===== config.mk =====
export PLATFORM = sky130hd
export DESIGN_NAME = multicycle_control
export DESIGN_NICKNAME = d
export VERILOG_FILES = /design/src/rtl/mips_ctrl_pkg.sv /design/src/rtl/alu_op_encoder.sv /design/src/rtl/multicycle_control.sv
export SDC_FILE = /design/constraint.sdc
export NUM_CORES = 1
export LEC_CHECK = 0
export BUFFER_PORTS_ARGS = -buffer_cell sky130_fd_sc_hd__buf_2
export CAP_MARGIN = 25
export CORE_UTILIZATION = 50
export CTS_CLUSTER_DIAMETER = 120
export DETAILED_ROUTE_END_ITERATION = 12
export PLACE_DENSITY_LB_ADDON = 0.3
export SLEW_MARGIN = 5
export SYNTH_ARGS = -nofsm -noshare
export SYNTH_HDL_FRONTEND = slang
export SYNTH_SLANG_ARGS = --single-unit

===== constraint.sdc =====
create_clock -name clk -period 3.56 [get_ports clk]
set_clock_uncertainty 0.1 [all_clocks]
set_input_delay 0.534 -clock clk [delete_from_list [all_inputs] [get_ports clk]]
set_output_delay 0.534 -clock clk [all_outputs]
set_load 0.01 [all_outputs]

===== src/rtl/mips_ctrl_pkg.sv =====
// Shared encodings for the multicycle MIPS control path: FSM states,
// opcodes, the ALUOp codes understood by the ALU control decoder, and
// datapath mux select codes.
package mips_ctrl_pkg;

    typedef enum logic [3:0] {
        S_FETCH    = 4'd0,
        S_DECODE   = 4'd1,
        S_R_EXEC   = 4'd2,
        S_R_WB     = 4'd3,
        S_I_EXEC   = 4'd4,
        S_I_WB     = 4'd5,
        S_MEM_ADDR = 4'd6,
        S_MEM_RD   = 4'd7,
        S_MEM_WB   = 4'd8,
        S_MEM_WR   = 4'd9,
        S_BRANCH   = 4'd10,
        S_JUMP     = 4'd11,
        S_JR       = 4'd12
    } state_t;

    localparam logic [5:0] OP_RTYPE = 6'b000000;
    localparam logic [5:0] OP_LW    = 6'b100011;
    localparam logic [5:0] OP_SW    = 6'b101011;
    localparam logic [5:0] OP_ADDI  = 6'b001000;
    localparam logic [5:0] OP_ORI   = 6'b001101;
    localparam logic [5:0] OP_ANDI  = 6'b001100;
    localparam logic [5:0] OP_LUI   = 6'b001111;
    localparam logic [5:0] OP_BEQ   = 6'b000100;
    localparam logic [5:0] OP_BNE   = 6'b000101;
    localparam logic [5:0] OP_J     = 6'b000010;
    localparam logic [5:0] OP_JAL   = 6'b000011;

    localparam logic [5:0] FUNCT_JR = 6'b001000;

    localparam logic [3:0] ALUOP_ADD   = 4'b0000;
    localparam logic [3:0] ALUOP_ADDI  = 4'b0000;
    localparam logic [3:0] ALUOP_ORI   = 4'b0001;
    localparam logic [3:0] ALUOP_ANDI  = 4'b0010;
    localparam logic [3:0] ALUOP_LUI   = 4'b0011;
    localparam logic [3:0] ALUOP_LW    = 4'b0100;
    localparam logic [3:0] ALUOP_SW    = 4'b0101;
    localparam logic [3:0] ALUOP_RTYPE = 4'b0111;
    localparam logic [3:0] ALUOP_BEQ   = 4'b1000;
    localparam logic [3:0] ALUOP_BNE   = 4'b1001;

    localparam logic [1:0] REG_DST_RT = 2'b00;
    localparam logic [1:0] REG_DST_RD = 2'b01;
    localparam logic [1:0] REG_DST_RA = 2'b10;

    localparam logic [1:0] WB_ALUOUT = 2'b00;
    localparam logic [1:0] WB_MDR    = 2'b01;
    localparam logic [1:0] WB_PC     = 2'b10;

    localparam logic SRC_A_PC  = 1'b0;
    localparam logic SRC_A_REG = 1'b1;

    localparam logic [1:0] SRC_B_REG     = 2'b00;
    localparam logic [1:0] SRC_B_FOUR    = 2'b01;
    localparam logic [1:0] SRC_B_IMM     = 2'b10;
    localparam logic [1:0] SRC_B_IMM_SH2 = 2'b11;

    localparam logic [1:0] PCSRC_ALU    = 2'b00;
    localparam logic [1:0] PCSRC_ALUOUT = 2'b01;
    localparam logic [1:0] PCSRC_JUMP   = 2'b10;
    localparam logic [1:0] PCSRC_REG    = 2'b11;

    // State entered after DECODE; FETCH means the opcode is unsupported.
    function automatic state_t decode_target(input logic [5:0] op, input logic [5:0] fn);
        state_t t;
        case (op)
            OP_RTYPE:                         t = (fn == FUNCT_JR) ? S_JR : S_R_EXEC;
            OP_LW, OP_SW:                     t = S_MEM_ADDR;
            OP_ADDI, OP_ORI, OP_ANDI, OP_LUI: t = S_I_EXEC;
            OP_BEQ, OP_BNE:                   t = S_BRANCH;
            OP_J, OP_JAL:                     t = S_JUMP;
            default:                          t = S_FETCH;
        endcase
        return t;
    endfunction

endpackage


===== src/rtl/alu_op_encoder.sv =====
// Opcode to ALUOp translation for the states that let the instruction
// choose the ALU operation (I-type execute, address calc, branch compare).
module alu_op_encoder
    import mips_ctrl_pkg::*;
(
    input  logic [5:0] opcode,
    output logic [3:0] alu_op
);

    // Pure lookup; unknown opcodes fall back to add.
    always_comb begin
        case (opcode)
            OP_RTYPE: alu_op = ALUOP_RTYPE;
            OP_ADDI:  alu_op = ALUOP_ADDI;
            OP_ORI:   alu_op = ALUOP_ORI;
            OP_ANDI:  alu_op = ALUOP_ANDI;
            OP_LUI:   alu_op = ALUOP_LUI;
            OP_LW:    alu_op = ALUOP_LW;
            OP_SW:    alu_op = ALUOP_SW;
            OP_BEQ:   alu_op = ALUOP_BEQ;
            OP_BNE:   alu_op = ALUOP_BNE;
            default:  alu_op = ALUOP_ADD;
        endcase
    end

endmodule


===== src/rtl/multicycle_control.sv =====
// Multicycle main control FSM: steps each instruction through fetch,
// decode, execute, memory and writeback, driving datapath enables/muxes.
module multicycle_control
    import mips_ctrl_pkg::*;
(
    input  logic       clk,
    input  logic       reset,
    input  logic [5:0] opcode,
    input  logic [5:0] funct,
    input  logic       zero,
    input  logic       mem_ready,
    output logic       pc_write,
    output logic       i_or_d,
    output logic       mem_read,
    output logic       mem_write,
    output logic       ir_write,
    output logic       reg_write,
    output logic [1:0] reg_dst,
    output logic [1:0] mem_to_reg,
    output logic       alu_src_a,
    output logic [1:0] alu_src_b,
    output logic [1:0] pc_source,
    output logic [3:0] alu_op,
    output logic       instr_done,
    output logic       illegal,
    output logic [3:0] state_o
);

    state_t     state;
    logic [3:0] enc_alu_op;

    alu_op_encoder u_alu_op_encoder (
        .opcode (opcode),
        .alu_op (enc_alu_op)
    );

    assign state_o = state;

    // State register with synchronous active-low reset and next-state sequencing
    always_ff @(posedge clk) begin
        if (!reset) begin
            state <= S_FETCH;
        end else begin
            case (state)
                S_FETCH:    if (mem_ready) state <= S_DECODE;
                S_DECODE:   state <= decode_target(opcode, funct);
                S_R_EXEC:   state <= S_R_WB;
                S_I_EXEC:   state <= S_I_WB;
                S_MEM_ADDR: state <= (opcode == OP_LW) ? S_MEM_RD : S_MEM_WR;
                S_MEM_RD:   if (mem_ready) state <= S_MEM_WB;
                S_MEM_WR:   if (mem_ready) state <= S_FETCH;
                // Final single-cycle states and unused encodings all return to fetch.
                default:    state <= S_FETCH;
            endcase
        end
    end

    // Output decode from the current state (plus mem_ready/zero where they gate enables)
    always_comb begin
        pc_write   = 1'b0;
        i_or_d     = 1'b0;
        mem_read   = 1'b0;
        mem_write  = 1'b0;
        ir_write   = 1'b0;
        reg_write  = 1'b0;
        reg_dst    = REG_DST_RT;
        mem_to_reg = WB_ALUOUT;
        alu_src_a  = SRC_A_PC;
        alu_src_b  = SRC_B_REG;
        pc_source  = PCSRC_ALU;
        alu_op     = ALUOP_ADD;
        instr_done = 1'b0;
        illegal    = 1'b0;
        case (state)
            S_FETCH: begin
                mem_read  = 1'b1;
                alu_src_b = SRC_B_FOUR;
                ir_write  = mem_ready;
                pc_write  = mem_ready;
            end
            S_DECODE: begin
                alu_src_b = SRC_B_IMM_SH2;
                illegal   = (decode_target(opcode, funct) == S_FETCH);
            end
            S_R_EXEC: begin
                alu_src_a = SRC_A_REG;
                alu_src_b = SRC_B_REG;
                alu_op    = ALUOP_RTYPE;
            end
            S_R_WB: begin
                reg_write  = 1'b1;
                reg_dst    = REG_DST_RD;
                instr_done = 1'b1;
            end
            S_I_EXEC, S_MEM_ADDR: begin
                alu_src_a = SRC_A_REG;
                alu_src_b = SRC_B_IMM;
                alu_op    = enc_alu_op;
            end
            S_I_WB: begin
                reg_write  = 1'b1;
                reg_dst    = REG_DST_RT;
                instr_done = 1'b1;
            end
            S_MEM_RD: begin
                mem_read = 1'b1;
                i_or_d   = 1'b1;
            end
            S_MEM_WB: begin
                reg_write  = 1'b1;
                mem_to_reg = WB_MDR;
                instr_done = 1'b1;
            end
            S_MEM_WR: begin
                mem_write  = 1'b1;
                i_or_d     = 1'b1;
                instr_done = mem_ready;
            end
            S_BRANCH: begin
                alu_src_a  = SRC_A_REG;
                alu_src_b  = SRC_B_REG;
                alu_op     = enc_alu_op;
                pc_source  = PCSRC_ALUOUT;
                instr_done = 1'b1;
                pc_write   = ((opcode == OP_BEQ) && zero) || ((opcode == OP_BNE) && !zero);
            end
            S_JUMP: begin
                pc_source  = PCSRC_JUMP;
                pc_write   = 1'b1;
                instr_done = 1'b1;
                if (opcode == OP_JAL) begin
                    reg_write  = 1'b1;
                    reg_dst    = REG_DST_RA;
                    mem_to_reg = WB_PC;
                end
            end
            S_JR: begin
                pc_source  = PCSRC_REG;
                pc_write   = 1'b1;
                instr_done = 1'b1;
            end
            default: ;
        endcase
    end

endmodule


After elaboration in Yosys (flattened, before gate mapping)
Cells that the tools add are included.
{"block": "totals", "register_bits": 4, "wordCells": 72}
{"block": "classes", "n_eq_ne": 26, "n_mux": 25, "reduce_logical": 20}
{"op": "$pmux 4 s8", "n": 1}
{"op": "$eq 6x4->1 const B", "n": 5}
{"op": "$pmux 4 s7", "n": 1}
{"op": "$mux 4", "n": 6}
{"op": "$eq 4x4->1 const B", "n": 5}
{"op": "$pmux 4 s5", "n": 1}
{"op": "$eq 4x3->1 const B", "n": 4}
{"op": "$reduce_or 2->1", "n": 7}
{"op": "$eq 6x2->1 const B", "n": 2}
{"op": "$eq 6x3->1 const B", "n": 2}
{"op": "$eq 6x6->1 const B", "n": 2}
{"op": "$pmux 2 s3", "n": 2}
{"op": "$eq 4x2->1 const B", "n": 2}
{"op": "$logic_not 4->1", "n": 2}
{"op": "$pmux 2 s2", "n": 2}
{"op": "$pmux 4 s2", "n": 1}
{"op": "$reduce_or 4->1", "n": 2}
{"op": "$mux 1", "n": 7}
{"op": "$logic_not 6->1", "n": 1}
{"op": "$ne 2x2->1 const B", "n": 3}
{"op": "$reduce_or 3->1", "n": 2}
{"op": "$reduce_or 6->1", "n": 1}
{"op": "$eq 4x1->1 const B", "n": 1}
{"op": "$pmux 1 s2", "n": 2}
{"op": "other kinds (6)", "n": 7}

Depth between registers and ports, before layout
Gate-level depths: netlist of run 1.
{"block": "logic_depth", "ltp_word": 6, "mapped_depth": 5, "ltp_nobuf": 4}

Modules after synthesis
A second synthesis of run 1 with hierarchy kept.
{"block": "unflattened", "hier_cells": 146, "hier_area_um2": 920.9}
{"module": "multicycle_control", "n_inst": 1, "cells_per_inst": 128, "area_each_um2": 794.5}
{"module": "alu_op_encoder", "n_inst": 1, "cells_per_inst": 18, "area_each_um2": 126.4}

Worst setup path after synthesis of run 1
Ideal clock, no wire load.
{"block": "synth_path", "path_kind": "input-to-output", "startpoint": "in opcode[1]", "endpoint": "out alu_op[0]", "arrival_time_ns": 1.705, "required_ns": 2.926, "setup_slack_ns": 1.221, "stages": 5, "path_buffers": 1, "path_cell_list": "buf_2 nor4_2 and2_1 a2111oi_0 a2111oi_1"}
{"block": "synth_via", "elab_chain_len": 3}
{"item": "start: declaration", "line": "multicycle_control.sv:8", "source": "input logic [5:0] opcode,"}
{"item": "$eq 6x3->1, or another cell as far along", "line": "alu_op_encoder.sv:12", "source": "case (opcode)"}
{"item": "$pmux 4 s8 (*)", "line": "alu_op_encoder.sv:12"}
{"item": "$pmux 4 s2 (*)", "line": "multicycle_control.sv:74", "source": "case (state)"}
{"item": "end: declaration", "line": "multicycle_control.sv:23", "source": "output logic [3:0] alu_op,"}
Every way passes the cells marked *; elsewhere a longest branch is shown, timed or not.

Worst setup path in the final report of run 1
{"block": "layout_path", "startpoint": "reg state[1], in the netlist state_o[1]", "endpoint": "out alu_op[0]"}
{"block": "layout_via", "elab_chain_len": 3}
{"item": "start: declaration", "line": "multicycle_control.sv:29", "source": "state_t state;"}
{"item": "start signal: assignment", "line": "multicycle_control.sv:46", "source": "S_DECODE: state <= decode_target(opcode, funct);"}
{"item": "start signal: assignment", "line": "multicycle_control.sv:49", "source": "S_MEM_ADDR: state <= (opcode == OP_LW) ? S_MEM_RD : S_MEM_WR;"}
{"item": "$eq 4x4->1 or $eq 4x3->1 (tied branches)", "line": "multicycle_control.sv:74"}
{"item": "$reduce_or 3->1 (no source line)"}
{"item": "$pmux 4 s2 (*)", "line": "multicycle_control.sv:74"}
Marks and branches as above.

==> metrics.yaml, run 1 <==
outcome:
  outcome: "complete, but fails checks"
  violations: "design-rule violations"
sta:
  maxSlewViolCount: 0
  hold_violations: 0
  fin_crit_sh: 0.777
  slew_headroom: 0.446
  fin_setup_tns_ps: 0
  max_freq_mhz: 361
  setup_viol: 0
  grt_setup_unrepaired: "no"
  worst_pin_slew_ps: 830
  fin_hold_ws_ps: 495
  min_period_ps: 2770
logic_synthesis:
  ys_seq_elements: 4
  synthDistinctLibCells: 49
  synth_top_area_share: 0.0926
  synth_edf_count: 0
  synth_top_family_by_area: "simple AND/OR/NAND/NOR gates"
  async_reset_ff_frac: 0
  synthSimpleGateAreaFrac: 0.466
  yosysTopAreaCell: "dfxtp_1"
  synthTopCellsByCount: "13 x nor2_1, 12 x nand2_1, 11 x a21oi_1"
  synth_area_leaders: "dfxtp_1 9.3%, a21oi_1 6.4%, nor2_1 5.6%, nand2_1 5.2%, nor3_1 4.6%"
  synth_ff_type: "dfxtp_1"
  netlist_area_sq_um: 865
  synth-adder-area-share: 0
  syn_inst: 137
  synth_xor_area_frac: 0.0405
  yosys_warnings: 0
  syn-mean-instance-area_sq_um: 6.31
  muxShareOfSynthArea: 0
  syn_nets: 153
  yosysSeqAreaShare: 0.0926
  yosysMostFrequentCell: "nor2_1"
  synth_compound_gate_area_share: 0.301
floorplanning:
  die_width_um: 43.6
  floorplan.initialDensity: 0.555
  row_count: 14
  pin_count: 41
  die-height_um: 43.6
  die_area_sq_um: 1900
  core_sq_um: 1560
run:
  drv_cap: 0
route:
  drt_iter0_drc: 55
  wl_per_cell_um: 13.8
  vias: 1153
  dr.pass1.iters: 8
  drc: 3
  routed_via_density: 6.34
  wl_um: 2500
  postRouteAntennaNets: 0
power:
  irDropWorstVdd_uv: 162
  total_leakage_power_nw: 0.450
  p_per_area_nw_per_um2: 172
worst_setup_path:
  crit_family: "flip-flops"
  critPathMaxStageDelay_ps: 670
  crit_required_ps: 2930
  startpoint_type: "flop"
  worstPathCellList: "nor2b_1, a2111oi_0, a2111oi_1, buf_2"
  worstSetupPathType: "flop to primary output"
  worstSetupEndpointType: "primary output"
  crit_slowest_cell: "dfxtp_1"
  cp_num_buf_inv: 1
  cp.arrival_ps: 2130
  path_max_fanout: 18
cts:
  cts_made_buffers: 3
  postCtsHoldBufs: 0
  postCtsSetupBuffers: 0
  path_clk_slew_ps: 40
  clk_path_buf_depth: 2
  cts_max_level: 1
  cts_tree: "done"
  clock-sinks: 4
  cts_repair_resize_count: 0
  insertion_delay_ps: 230
  root_buffer: "clkbuf_4"
grt:
  grt_use_total: 0.274
  grt-ovfl-total: 0
  grt_pass1_wl_um: 4060
  grt_pass1_vias: 964
  grt_start_max_net_pins: 28
  grt_antenna_before_repair: 0
min_path:
  min_path_type: "input pin to flop"
placed_design:
  place.detailed.hpwl_um: 1820
  finalWeightedCongestion: 0.812
  portBuffers: 40
layout:
  syn2layout_area_growth_pct: 20.3
  final_nets: 184
  layout-drive-gt1-share: 0.289
  fill_cells: 163
  largest_reg_flops: 4
  num_antenna_cells: 0
per-layer routing:
layer  wire length, um  track usage  part of all wire  vias up
li1                  -            -                 -      570
met3               148       0.0250             0.059        2
met5                 0            0                 0        -
met4                14       0.0563            0.0056        0
met1              1100        0.371              0.44      519
met2              1240        0.469              0.50       62
report_power, final:
group	switching, mW	leakage, nW	internal [mW]
Combinational	0.0413	0.404	0.0296
Clock	0.0164	0.0138	0.0376
Sequential	0.00773	0.0325	0.0464
Total	0.0655	0.450	0.114
worst paths after layout:
check / start / cells after the start / end / slack (ps)
setup / recovery: state_o[1] / 4 / alu_op[0] / 790
hold / removal: reset / 2 / state_o[3] / 490
setup reg to reg: state_o[0] / 4 / state_o[0] / 1600
hold reg to reg: state_o[1] / 2 / state_o[1] / 650
cell type report:
type / instances / area, sq um / share of cell area
Timing Repair Buffer: 40 / 200 / 0.193
Clock buffer: 3 / 22.5 / 0.0217
Multi-Input combinational cell: 114 / 698 / 0.671
Inverter: 5 / 18.8 / 0.0181
Tap cell: 16 / 20.0 / 0.0193
Sequential cell: 4 / 80.1 / 0.0770
cells by family after synthesis:
| logic type | after synthesis |
|---|---|
| simple gates | 72 |
| flops | 4 |
| buf+inv | 19 |
| xor+xnor | 4 |
| compound gates | 38 |
cell usage in the layout, fill, tap and decap left out, drive strengths merged, types with 2 or more instances in the layout:
master / count
nand2b: 3
o21a: 2
xnor2: 3
nand3b: 4
nor4: 4
or3: 5
nand3: 6
nor2b: 2
o311ai: 2
inv: 5
dfxtp: 4
nand2: 12
and4b: 2
a2111oi: 2
and2: 2
nor3: 8
and3: 2
o21ai: 8
a211oi: 2
nor2: 13
buf: 40
a21oi: 11
clkbuf: 3
nand4: 3
through the flow:
step	utilization	setup slack, ps	instances	power (mW)	instance area (sq um)
floorplan	-	1220	137	0.100	865
global placement	0.652	1050	179	0.121	1020
detailed placement	0.652	960	179	0.124	1020
CTS	0.667	818	182	0.179	1040
global route	0.667	639	182	0.192	1040
finish	0.667	793	182	0.179	1040
Power figures use the tool's default switching activity.
==> inputs of run 2 (changes only) <==
- ABC_AREA: default -> 1
- CORE_UTILIZATION: 50 -> 43
- clock period: 3.56 -> 2.6 ns (I/O delays scaled with it)
==> run 2 against run 1 <==
The flow still finishes with violations (design-rule violations). Register-to-register slack got worse by 420 ps. Synthesized cell count rose by 3.6%. Critical path depth rose by 3. Largest cell class unchanged.
==> metrics.yaml, run 2 <==
floorplanning:
  core_sq_um: 1510  # -3.4%
  pin_count: 41  # unchanged
  row_count: 14  # unchanged
  die-height_um: 42.3  # -3.0%
  floorplan.initialDensity: 0.463  # -0.0911
  die_width_um: 42.3  # -3.0%
  die_area_sq_um: 1790  # -5.8%
route:
  drc: 1  # -2
  wl_um: 1950  # -22%
  wl_per_cell_um: 9.74  # -29%
  routed_via_density: 5.03  # -21%
  dr.pass1.iters: 10  # +2
  postRouteAntennaNets: 0  # unchanged
  vias: 1005  # -13%
  drt_iter0_drc: 46  # -16%
min_path:
  min_path_type: "input pin to flop"
worst_setup_path:
  startpoint_type: "flop"
  path_max_fanout: 7  # -11
  worstSetupEndpointType: "primary output"
  crit_required_ps: 2110  # -820 ps
  worstSetupPathType: "flop to primary output"
  cp.arrival_ps: 1510  # -620 ps
cts:
  cts_made_buffers: 3  # unchanged
  root_buffer: "clkbuf_4"
  cts_tree: "done"
  insertion_delay_ps: 240  # about the same
  clock-sinks: 4  # unchanged
  postCtsHoldBufs: 0  # unchanged
  cts_max_level: 1  # unchanged
  postCtsSetupBuffers: 0  # unchanged
  cts_repair_resize_count: 0  # unchanged
  clk_path_buf_depth: 2  # unchanged
  path_clk_slew_ps: 40  # about the same
logic_synthesis:
  netlist_area_sq_um: 698  # -19%
  synth_area_leaders: "nand2_1 18%, inv_1 16%, nor2_1 15%, dfxtp_1 11%, nand3_1 9.3%"
  async_reset_ff_frac: 0  # unchanged
  synth_edf_count: 0  # unchanged
  synth_top_area_share: 0.177  # +0.0848
  ys_seq_elements: 4  # unchanged
  yosysMostFrequentCell: "nand2_1"
  yosysTopAreaCell: "nand2_1"
  synthDistinctLibCells: 22  # -55%
  yosysSeqAreaShare: 0.115  # +0.0221
  syn-mean-instance-area_sq_um: 4.92  # -22%
  yosys_warnings: 0  # unchanged
  syn_nets: 158  # +3.3%
  syn_inst: 142  # +3.6%
  synthTopCellsByCount: "33 x nand2_1, 30 x inv_1, 28 x nor2_1"
  synth_ff_type: "dfxtp_1"
sta:
  worst_pin_slew_ps: 302  # -527 ps
  fin_setup_tns_ps: 0  # unchanged
  setup_viol: 0  # unchanged
  slew_headroom: 0.797  # +0.351
  min_period_ps: 2000
  max_freq_mhz: 499
  maxSlewViolCount: 0  # unchanged
  grt_setup_unrepaired: "no"
  fin_crit_sh: 0.771
  hold_violations: 0  # unchanged
layout:
  final_core_util: 0.620  # -0.0473
  num_antenna_cells: 0  # unchanged
  final_nets: 202  # +9.8%
  fill_cells: 152  # -6.7%
  final_common_cell: "buf_2"
  layout-drive-gt1-share: 0.299  # +0.00976
  syn2layout_area_growth_pct: 33.7
  largest_reg_flops: 4  # unchanged
  layout_common_cells: "40 x buf_2, 33 x nand2_1, 30 x inv_1"
grt:
  grt_pass1_wl_um: 3190  # -22%
  grt-ovfl-total: 0  # unchanged
  grt_use_total: 0.220  # -0.0537
  grt_antenna_before_repair: 0  # unchanged
  grt_start_max_net_pins: 8  # -71%
  grt_pass1_vias: 839  # -13%
power:
  power.switching_uw: 96.0  # +47%
  p_comb_frac: 0.411  # +0.015
  irDropWorstVdd_uv: 346  # +110%
  p_int_uw: 155  # +36%
  total_leakage_power_nw: 0.622  # +38%
  switching_share: 0.383  # +0.0171
  seqPwrFrac: 0.275  # -0.027
  p_per_area_nw_per_um2: 269  # +56%
  pwr-share-clk: 0.314  # +0.012
outcome:
  violations: "design-rule violations"
  outcome: "complete, but fails checks"
placed_design:
  finalWeightedCongestion: 0.978  # +20%
  portBuffers: 40  # unchanged
  place.detailed.hpwl_um: 1620  # -11%
run:
  drv_cap: 0  # unchanged
[run 2: cell types whose count changed after synthesis, moves of 4 or more]
cell	delta
nand3b_1	-4
nand2_1	+21
nand3_1	+7
buf_2	-6
inv_1	+26
a21oi_1	-5
or3_1	-5
clkbuf_1	-4
nor3_1	-5
nor2_1	+15
nor2_2	+4
[run 2: power by group through the flow]
stage | Combinational (mW) | Sequential (mW) | Clock (mW)
floorplan | 0.0606 | 0.0708 | 0
global placement | 0.101 | 0.0700 | 0
detailed placement | 0.102 | 0.0699 | 0
CTS | 0.102 | 0.0689 | 0.0796
global route | 0.115 | 0.0694 | 0.0850
finish | 0.103 | 0.0691 | 0.0786
[run 2: kinds of logic after synthesis]
group / Yosys count / synth area share
and+or+nand+nor: 87 / 0.547
xor gates and xnor gates: 1 / 0.0125
DFF: 4 / 0.115
buffers and inverters: 33 / 0.183
AOI/OAI and AO/OA: 17 / 0.143
[run 2: critical path, cell delays in order (launching register included)]
cell	delay, ps
dfxtp_1	430
inv_1	90
nor2_2	140
inv_1	100
nor2_4	130
inv_1	80
nor3_1	160
buf_2	150
[run 2: worst paths after layout]
| path | from | endpoint | slack [ps] | cells past startpoint |
|---|---|---|---|---|
| setup / recovery | state_o[0] | illegal | 600 | 7 |
| hold / removal | reset | state_o[2] | 260 | 3 |
| setup reg to reg | state_o[0] | state_o[0] | 1180 | 8 |
| hold reg to reg | state_o[0] | state_o[0] | 570 | 3 |
[run 2: layer usage]
metal | global-route usage | vias up | part of all wire
met5 | 0 | - | 0
met4 | 0.0750 | 0 | 0.027
met3 | 0.0302 | 6 | 0.047
met2 | 0.369 | 39 | 0.45
met1 | 0.286 | 436 | 0.47
li1 | - | 524 | -
[run 2: cell type report]
cell class                      instances  area [sq um]  share of cell area
Multi-Input combinational cell        105           490               0.525
Clock buffer                            3          22.5              0.0241
Tap cell                               16          20.0              0.0214
Inverter                               32           120               0.129
Timing Repair Buffer                   40           200               0.214
Sequential cell                         4          80.1              0.0858
[run 2: per-stage QoR]
| step | std cells | power [mW] | cell area [sq um] | setup slack (ps) | hold slack [ps] |
|---|---|---|---|---|---|
| floorplan | 142 | 0.131 | 698 | 870 | 388 |
| global placement | 197 | 0.171 | 911 | 748 | 509 |
| detailed placement | 197 | 0.172 | 911 | 705 | 508 |
| CTS | 200 | 0.251 | 933 | 606 | 265 |
| global route | 200 | 0.269 | 933 | 454 | 271 |
| finish | 200 | 0.251 | 933 | 596 | 260 |
